===== config.mk =====
export PLATFORM = sky130hd
export DESIGN_NAME = read_addr_gen_mc
export DESIGN_NICKNAME = d
export VERILOG_FILES = /design/src/rtl/read_addr_gen_mc.sv
export SDC_FILE = /design/constraint.sdc
export NUM_CORES = 1
export LEC_CHECK = 0
export CAP_MARGIN = 10
export CORE_MARGIN = 2
export CORE_UTILIZATION = 55
export CTS_CLUSTER_SIZE = 28
export DETAILED_ROUTE_END_ITERATION = 12
export PLACE_DENSITY = 0.81
export SETUP_SLACK_MARGIN = 0.1
export SYNTH_ARGS = -nofsm -noshare
export SYNTH_HDL_FRONTEND = slang
export SYNTH_SLANG_ARGS = --single-unit

===== constraint.sdc =====
create_clock -name clk -period 5.2 [get_ports clk]
set_input_delay 1.56 -clock clk [delete_from_list [all_inputs] [get_ports clk]]
set_output_delay 1.56 -clock clk [all_outputs]
set_load 0.02 [all_outputs]

===== src/rtl/read_addr_gen_mc.sv =====
// Two-level (row/column) multi-port read address generator.
// One start pulse loads a loop descriptor; the block then walks
// num_outer rows of num_inner beats, one address per enabled port per beat,
// under a valid/ready handshake. Address arithmetic wraps modulo 2^DIM_ADDR.
//
// state | meaning
// ------+-----------------------------------------------------------
// IDLE  | waiting for start; outputs hold last addresses (0 after reset)
// RUN   | out_valid high, one beat per out_valid & out_ready
// DONE  | one-cycle done pulse, then back to IDLE
module read_addr_gen_mc #(
  parameter int DIM_ADDR   = 12,
  parameter int DIM_CNT    = 8,
  parameter int DIM_STRIDE = 8,
  parameter int NUM_PORTS  = 3
) (
  input  logic                            clk,
  input  logic                            rst,
  input  logic                            clr,
  input  logic                            start,
  input  logic [DIM_CNT-1:0]              num_inner,
  input  logic [DIM_CNT-1:0]              num_outer,
  input  logic [NUM_PORTS-1:0]            port_en,
  input  logic [NUM_PORTS*DIM_ADDR-1:0]   base_addr,
  input  logic [NUM_PORTS*DIM_STRIDE-1:0] inner_stride,
  input  logic [NUM_PORTS*DIM_STRIDE-1:0] outer_stride,
  input  logic                            out_ready,
  output logic [NUM_PORTS*DIM_ADDR-1:0]   out_addr,
  output logic                            out_valid,
  output logic                            out_last_inner,
  output logic                            out_last,
  output logic                            busy,
  output logic                            done
);

  typedef enum logic [1:0] {
    IDLE = 2'd0,
    RUN  = 2'd1,
    DONE = 2'd2
  } state_t;

  localparam logic [DIM_CNT-1:0] CNT_ONE = {{(DIM_CNT-1){1'b0}}, 1'b1};

  state_t state, state_nxt;

  logic [NUM_PORTS-1:0][DIM_ADDR-1:0]   addr_q, row_q, addr_step, row_step;
  logic [NUM_PORTS-1:0][DIM_STRIDE-1:0] istride_q, ostride_q;
  logic [NUM_PORTS-1:0]                 en_q;
  logic [DIM_CNT-1:0]                   ci_q, co_q, n_inner_q, n_outer_q;
  logic                                 last_ci, last_co, fire, zero_len;

  function automatic logic [DIM_ADDR-1:0] sext(input logic [DIM_STRIDE-1:0] s);
    return {{(DIM_ADDR-DIM_STRIDE){s[DIM_STRIDE-1]}}, s};
  endfunction

  assign last_ci  = (ci_q == n_inner_q - CNT_ONE);
  assign last_co  = (co_q == n_outer_q - CNT_ONE);
  assign fire     = (state == RUN) && out_ready;
  assign zero_len = (num_inner == '0) || (num_outer == '0);

  // Candidate next addresses: column step within a row, and next row start.
  always_comb begin
    addr_step = '0;
    row_step  = '0;
    for (int p = 0; p < NUM_PORTS; p++) begin
      addr_step[p] = addr_q[p] + sext(istride_q[p]);
      row_step[p]  = row_q[p] + sext(ostride_q[p]);
    end
  end

  // State register; rst and clr both abort straight to IDLE.
  always_ff @(posedge clk) begin
    if (rst || clr) state <= IDLE;
    else            state <= state_nxt;
  end

  // Next-state logic.
  always_comb begin
    state_nxt = state;
    case (state)
      IDLE: if (start) state_nxt = zero_len ? DONE : RUN;
      RUN:  if (fire && last_ci && last_co) state_nxt = DONE;
      DONE: state_nxt = IDLE;
      default: state_nxt = IDLE;
    endcase
  end

  // Descriptor capture and address/counter advance on each accepted beat.
  always_ff @(posedge clk) begin
    if (rst || clr) begin
      addr_q    <= '0;
      row_q     <= '0;
      istride_q <= '0;
      ostride_q <= '0;
      en_q      <= '0;
      ci_q      <= '0;
      co_q      <= '0;
      n_inner_q <= '0;
      n_outer_q <= '0;
    end else if (state == IDLE && start) begin
      addr_q    <= base_addr;
      row_q     <= base_addr;
      istride_q <= inner_stride;
      ostride_q <= outer_stride;
      en_q      <= port_en;
      ci_q      <= '0;
      co_q      <= '0;
      n_inner_q <= num_inner;
      n_outer_q <= num_outer;
    end else if (fire) begin
      if (!last_ci) begin
        ci_q <= ci_q + CNT_ONE;
        for (int p = 0; p < NUM_PORTS; p++)
          if (en_q[p]) addr_q[p] <= addr_step[p];
      end else if (!last_co) begin
        ci_q <= '0;
        co_q <= co_q + CNT_ONE;
        for (int p = 0; p < NUM_PORTS; p++)
          if (en_q[p]) begin
            row_q[p]  <= row_step[p];
            addr_q[p] <= row_step[p];
          end
      end
    end
  end

  assign out_addr       = addr_q;
  assign out_valid      = (state == RUN);
  assign out_last_inner = (state == RUN) && last_ci;
  assign out_last       = out_last_inner && last_co;
  assign busy           = (state != IDLE);
  assign done           = (state == DONE);

endmodule


---- Yosys cells after proc, flatten, opt, wreduce, memory -nomap -nowiden ----
Index checks and enable logic that the tools add are counted.
word-level totals
  flip-flop bits (word level) ............. 157
  input bits .............................. 108
  output and inout port bits .............. 41
  logic and storage cells ................. 90
cells by class
  add/subtract/negate cells ............... 10
  eq/ne operators ......................... 9
  multiplexer cells ....................... 19
  bitwise operators ....................... 1
  reduce and logical (&&, ||, !) cells .... 33
operators with widths
  operator             number
  $mux 36              7
  $add 12x12->12       6
  $mux 12              6
  $reduce_and 4->1     6
  $reduce_bool 3->1    6
  $add 8x1->8 const B  2
  $eq 8x8->1           2
  $logic_not 8->1      2
  $mux 8               2
  $sub 8x1->8 const B  2
  $reduce_bool 2->1    6
  $logic_and 1x1->1    6
  $mux 2               3
  $ne 2x1->1 const B   2
  $ne 2x2->1 const B   2
  $pmux 2 s2           1
  $reduce_and 2->1     2
  $ne 3x2->1 const B   1
  $reduce_and 3->1     1
  $eq 2x1->1 const B   1
  $eq 2x2->1 const B   1
  $logic_not 2->1      1
  $logic_or 1x1->1     2
  $reduce_or 2->1      1
  $not 1->1            1

---- Longest topological paths before layout ----
  depth in word-level cells ............... 6
  gate-level depth with buffers ........... 12
  gate-level depth less buffers ........... 9

---- Worst setup path after synthesis ----
No wires, ideal clock.
  kind .................................... reg2out
  start ................................... register n_inner_q[2]
  end ..................................... output port out_last
  arrival ................................. 2.609 ns
  required time ........................... 3.640 ns
  slack ................................... 1.031 ns
  stages on the path, launching flop included .. 8
  path buffers ............................ 2
  cells stage by stage .................... dfxtp_1 -> or4_1 -> or4b_1 -> a22oi_2 -> o211ai_2 -> buf_6 -> clkbuf_1 -> nor3_1
on the way
  word-level cells in the longest chain between the ends .. 4
RTL lines
  element                 line  source
  start, declared         49    logic [DIM_CNT-1:0] ci_q, co_q, n_inner_q, n_outer_q;
  start signal, assigned  108   n_inner_q <= num_inner;
  $sub 8x1->8             56    assign last_ci = (ci_q == n_inner_q - CNT_ONE);
  $eq 8x8->1              56
  $logic_and 1x1->1       129   assign out_last_inner = (state == RUN) && last_ci;
  $logic_and 1x1->1       130   assign out_last = out_last_inner && last_co;
  end, declared           31    output logic out_last,
No other way between the ends.

---- Worst setup path after layout ----
  start ................................... register n_outer_q[0]
  end ..................................... output port out_last
on the way
  word-level cells in the longest chain between the ends .. 3
RTL lines
  element                 line  source
  start, declared         49
  start signal, assigned  109   n_outer_q <= num_outer;
  $sub 8x1->8             57    assign last_co = (co_q == n_outer_q - CNT_ONE);
  $eq 8x8->1              57
  $logic_and 1x1->1       130
No other way between the ends.

==> impl_metrics.env <==
export IMPL_status="finished clean"
export IMPL_critPathKind="flip-flop to output pin"
export IMPL_skew_ns=0.0155
export IMPL_reg2reg_setup_slack_ns=1.38
export IMPL_drive_gt1_share_pct=4.83
export IMPL_gp_congestion=0.943
export IMPL_antenna_found_initial=0
export IMPL_root_buffer="clkbuf_16"
export IMPL_antenna_left=0
export IMPL_slew_headroom_pct=25.0
export IMPL_num_io_pins=149
export IMPL_dieArea_um2=19900
export IMPL_clkLatencyLatePin_ns=0.44
export IMPL_fin_crit_sh_pct=92.6
export IMPL_hold_path_startpoint="en_q[2]"
export IMPL_p_per_area_nw_per_um2=245
export IMPL_cp_required_ns=3.64
export IMPL_post_cts_resize_count=0
export IMPL_arrival_ns=3.25
export IMPL_postCtsHoldBufs=0
export IMPL_setup_tns_final_ns=0
export IMPL_h_tree_depth=4
export IMPL_syn_area_um2=10300
export IMPL_io_buffers=148
export IMPL_leakage_nw=4.97
export IMPL_hp_class="flip-flop to flip-flop"
export IMPL_holdPathStages=2
export IMPL_maxCapViolations=0
export IMPL_drtIter0Drc=736
export IMPL_grt_max_degree=69
export IMPL_ctsLongestPathBuffers=2
export IMPL_vdd_ir_drop_max_uv=237
export IMPL_drc=0
export IMPL_p_sw_share_pct=28.0
export IMPL_comb_power_share_pct=18.6
export IMPL_path_cells="inv_1 -> ha_1 -> o21ba_2 -> a221oi_1 -> a41oi_1 -> a2111o_1 -> nor3_1 -> clkdlybuf4s50_1"
export IMPL_clock_sinks=157
export IMPL_maxSlewViolCount=0
export IMPL_worst_pin_slew_ns=1.12
export IMPL_yosysSeqAreaShare_pct=30.5
export IMPL_setup_viol=0
export IMPL_grt_pass1_vias=9577
export IMPL_reg2reg_to="out_addr[17]"
export IMPL_vias_per_cell=6.07
export IMPL_intPower_w=0.00221
export IMPL_core_area_um2=18600
export IMPL_crit_fanout=8
export IMPL_synth_edff_count=0
export IMPL_vias=10200
export IMPL_die_w_um=141
export IMPL_syn_to_final_growth_pct=21.1
export IMPL_die_h_um=141
export IMPL_synthCells=1331
export IMPL_post_route_min_period_ns=4.81
export IMPL_synth_seq_cells=157
export IMPL_fin_ws_ns=0.386
export IMPL_clkSlewWorstSetupHoldPaths_ns=0.06
export IMPL_p_seq_share_pct=41.9
export IMPL_cts_tree="built"
export IMPL_diodes=0
export IMPL_syn_mean_instance_area_um2=7.75
export IMPL_timing_fmax_mhz=208
export IMPL_post_place_ws_ns=0.884
export IMPL_async_reset_ff_share_pct=0
export IMPL_p_total_w=0.00306
export IMPL_rsz0062_at_grt="false"
export IMPL_dr_pass1_iters=5
export IMPL_grt_pass1_wl_um=46900
export IMPL_start_util_pct=55.5
export IMPL_synthFlopType="dfxtp_1"
export IMPL_cpPeakStageDelay_ns=0.62
export IMPL_cts_made_buffers=17
export IMPL_end_kind="output pin"
export IMPL_fin_nets=1622
export IMPL_fp_row_count=50
export IMPL_wl_um=29100
export IMPL_r2r_start="n_inner_q[2]"
export IMPL_finalHoldViolations=0
export IMPL_routedWlPerCell_um=17.3
export IMPL_start_kind="flip-flop"
export IMPL_cts_setup_buffers=0
export IMPL_slowest_stage="clkdlybuf4s50_1"
export IMPL_final_core_util_pct=67.2
export IMPL_min_to="en_q[2]"
export IMPL_r2r_cells=8
export IMPL_dp_hpwl_um=20300
export IMPL_p_clk_share_pct=39.6
export IMPL_p_sw_w=0.000857
export IMPL_gr_usage_all_layers_pct=28.9
export IMPL_overflow=0
export IMPL_synth_nets=1515
export IMPL_ys_warn_count=0
export IMPL_yosysUniqueCellTypes=67
[synthesized netlist by cell type (6+ instances only)]
master,count,area [µm²]
a211oi_1,42,315
a21oi_1,116,581
a311oi_1,12,105
a31o_2,10,87.6
a31oi_1,20,125
and2_1,6,37.5
and3_1,9,56.3
buf_2,9,45.0
clkbuf_1,58,218
dfxtp_1,157,3140
fa_1,6,120
ha_1,70,876
inv_1,44,165
mux2i_1,30,300
nand2_1,225,845
nand2b_1,10,62.6
nand3_1,56,280
nor2_1,109,409
nor3_1,53,265
nor4_1,11,68.8
o2111ai_1,14,123
o211ai_1,24,180
o21ai_0,40,200
o21bai_1,10,75.1
o221ai_1,7,61.3
o22ai_1,9,56.3
o31ai_1,6,45.0
or3_1,7,43.8
xnor2_1,52,455
xor2_1,28,245
[layer usage]
metal	vias to the layer above	routed length [µm]	global-route usage, %	part of all wire (%)
met4	0	697	10.8	2.4
met5	-	0	0	0
met1	4764	13000	38.2	45
met2	374	13400	47.7	46
li1	5014	-	-	-
met3	57	1900	4.79	6.5
[power groups by stage]
stage               combinational (W)  clock [W]  sequential, W
floorplan                    0.000346          0        0.00131
global placement             0.000547          0        0.00131
detailed placement           0.000558          0        0.00131
CTS                          0.000562    0.00122        0.00128
global route                 0.000622    0.00126        0.00129
finish                       0.000570    0.00121        0.00128
[layout by cell type, fill, tap and decap left out, types with 5 or more instances in the layout]
master,count
nand2_1,224
dfxtp_1,157
clkdlybuf4s50_1,148
a21oi_1,116
nor2_1,108
ha_1,70
nand3_1,56
nor3_1,53
xnor2_1,52
inv_1,44
a211oi_1,42
o21ai_0,40
mux2i_1,30
xor2_1,28
o211ai_1,24
a31oi_1,19
clkbuf_16,17
o2111ai_1,14
buf_4,14
a311oi_1,12
nor4_1,11
nand2b_1,10
o21bai_1,10
a31o_2,10
and3_1,9
o22ai_1,9
o221ai_1,7
or3_1,7
o31ai_1,6
fa_1,6
and2_1,5
a2111oi_0,5
[worst max-delay path by stage]
| stage | start | to | cells past startpoint |
|---|---|---|---|
| 2_1_floorplan | n_inner_q[2] | out_last | 7 |
| 3_3_place_gp | n_outer_q[0] | out_last | 8 |
| 3_5_place_dp | n_outer_q[0] | out_last | 8 |
| 4_1_cts | n_outer_q[0] | out_last | 8 |
| 5_1_grt | n_outer_q[0] | out_last | 8 |
| 6_report | n_outer_q[0] | out_last | 8 |
[state kept, by name, summed over array words and instances, names as in the netlist, 8 cells and up]
| register | cells |
|---|---|
| ci_q | 8 |
| co_q | 8 |
| istride_q | 24 |
| n_inner_q | 8 |
| n_outer_q | 8 |
| ostride_q | 24 |
| out_addr | 36 |
| row_q | 36 |
[per-stage QoR]
step                hold slack [ns]  area (µm²)  instances
floorplan                     0.429       10300       1331
global placement              0.449       11900       1653
detailed placement            0.451       11900       1653
CTS                           0.460       12500       1682
global route                  0.476       12500       1682
finish                        0.459       12500       1682
[layout make-up]
class | instances | area, µm²
clock inverters | 7 | 92.6
multi-input cells | 1055 | 6730
flip-flops and latches | 157 | 3140
fillers | 1599 | 6090
well taps | 234 | 293
clock buffers | 22 | 454
inverters | 44 | 165
repair buffers | 163 | 1610
[logic make-up after synthesis]
logic type	after synthesis	synth area share, %
buf+inv	119	4.62
mux	32	3.13
simple gates	513	22.1
compound gates	354	23.3
flops	157	30.5
fa+ha+maj	76	9.66
xor+xnor	80	6.79
[worst max-delay path: cells and delay by family (launching register included)]
family	cells	cell delay [ns]
adders and majority gates	1	0.30
and+or+nand+nor	1	0.17
buffers and inverters	2	0.69
DFF	1	0.44
AOI/OAI and AO/OA	4	1.21
Note: power is estimated with default switching activity, not from simulation.
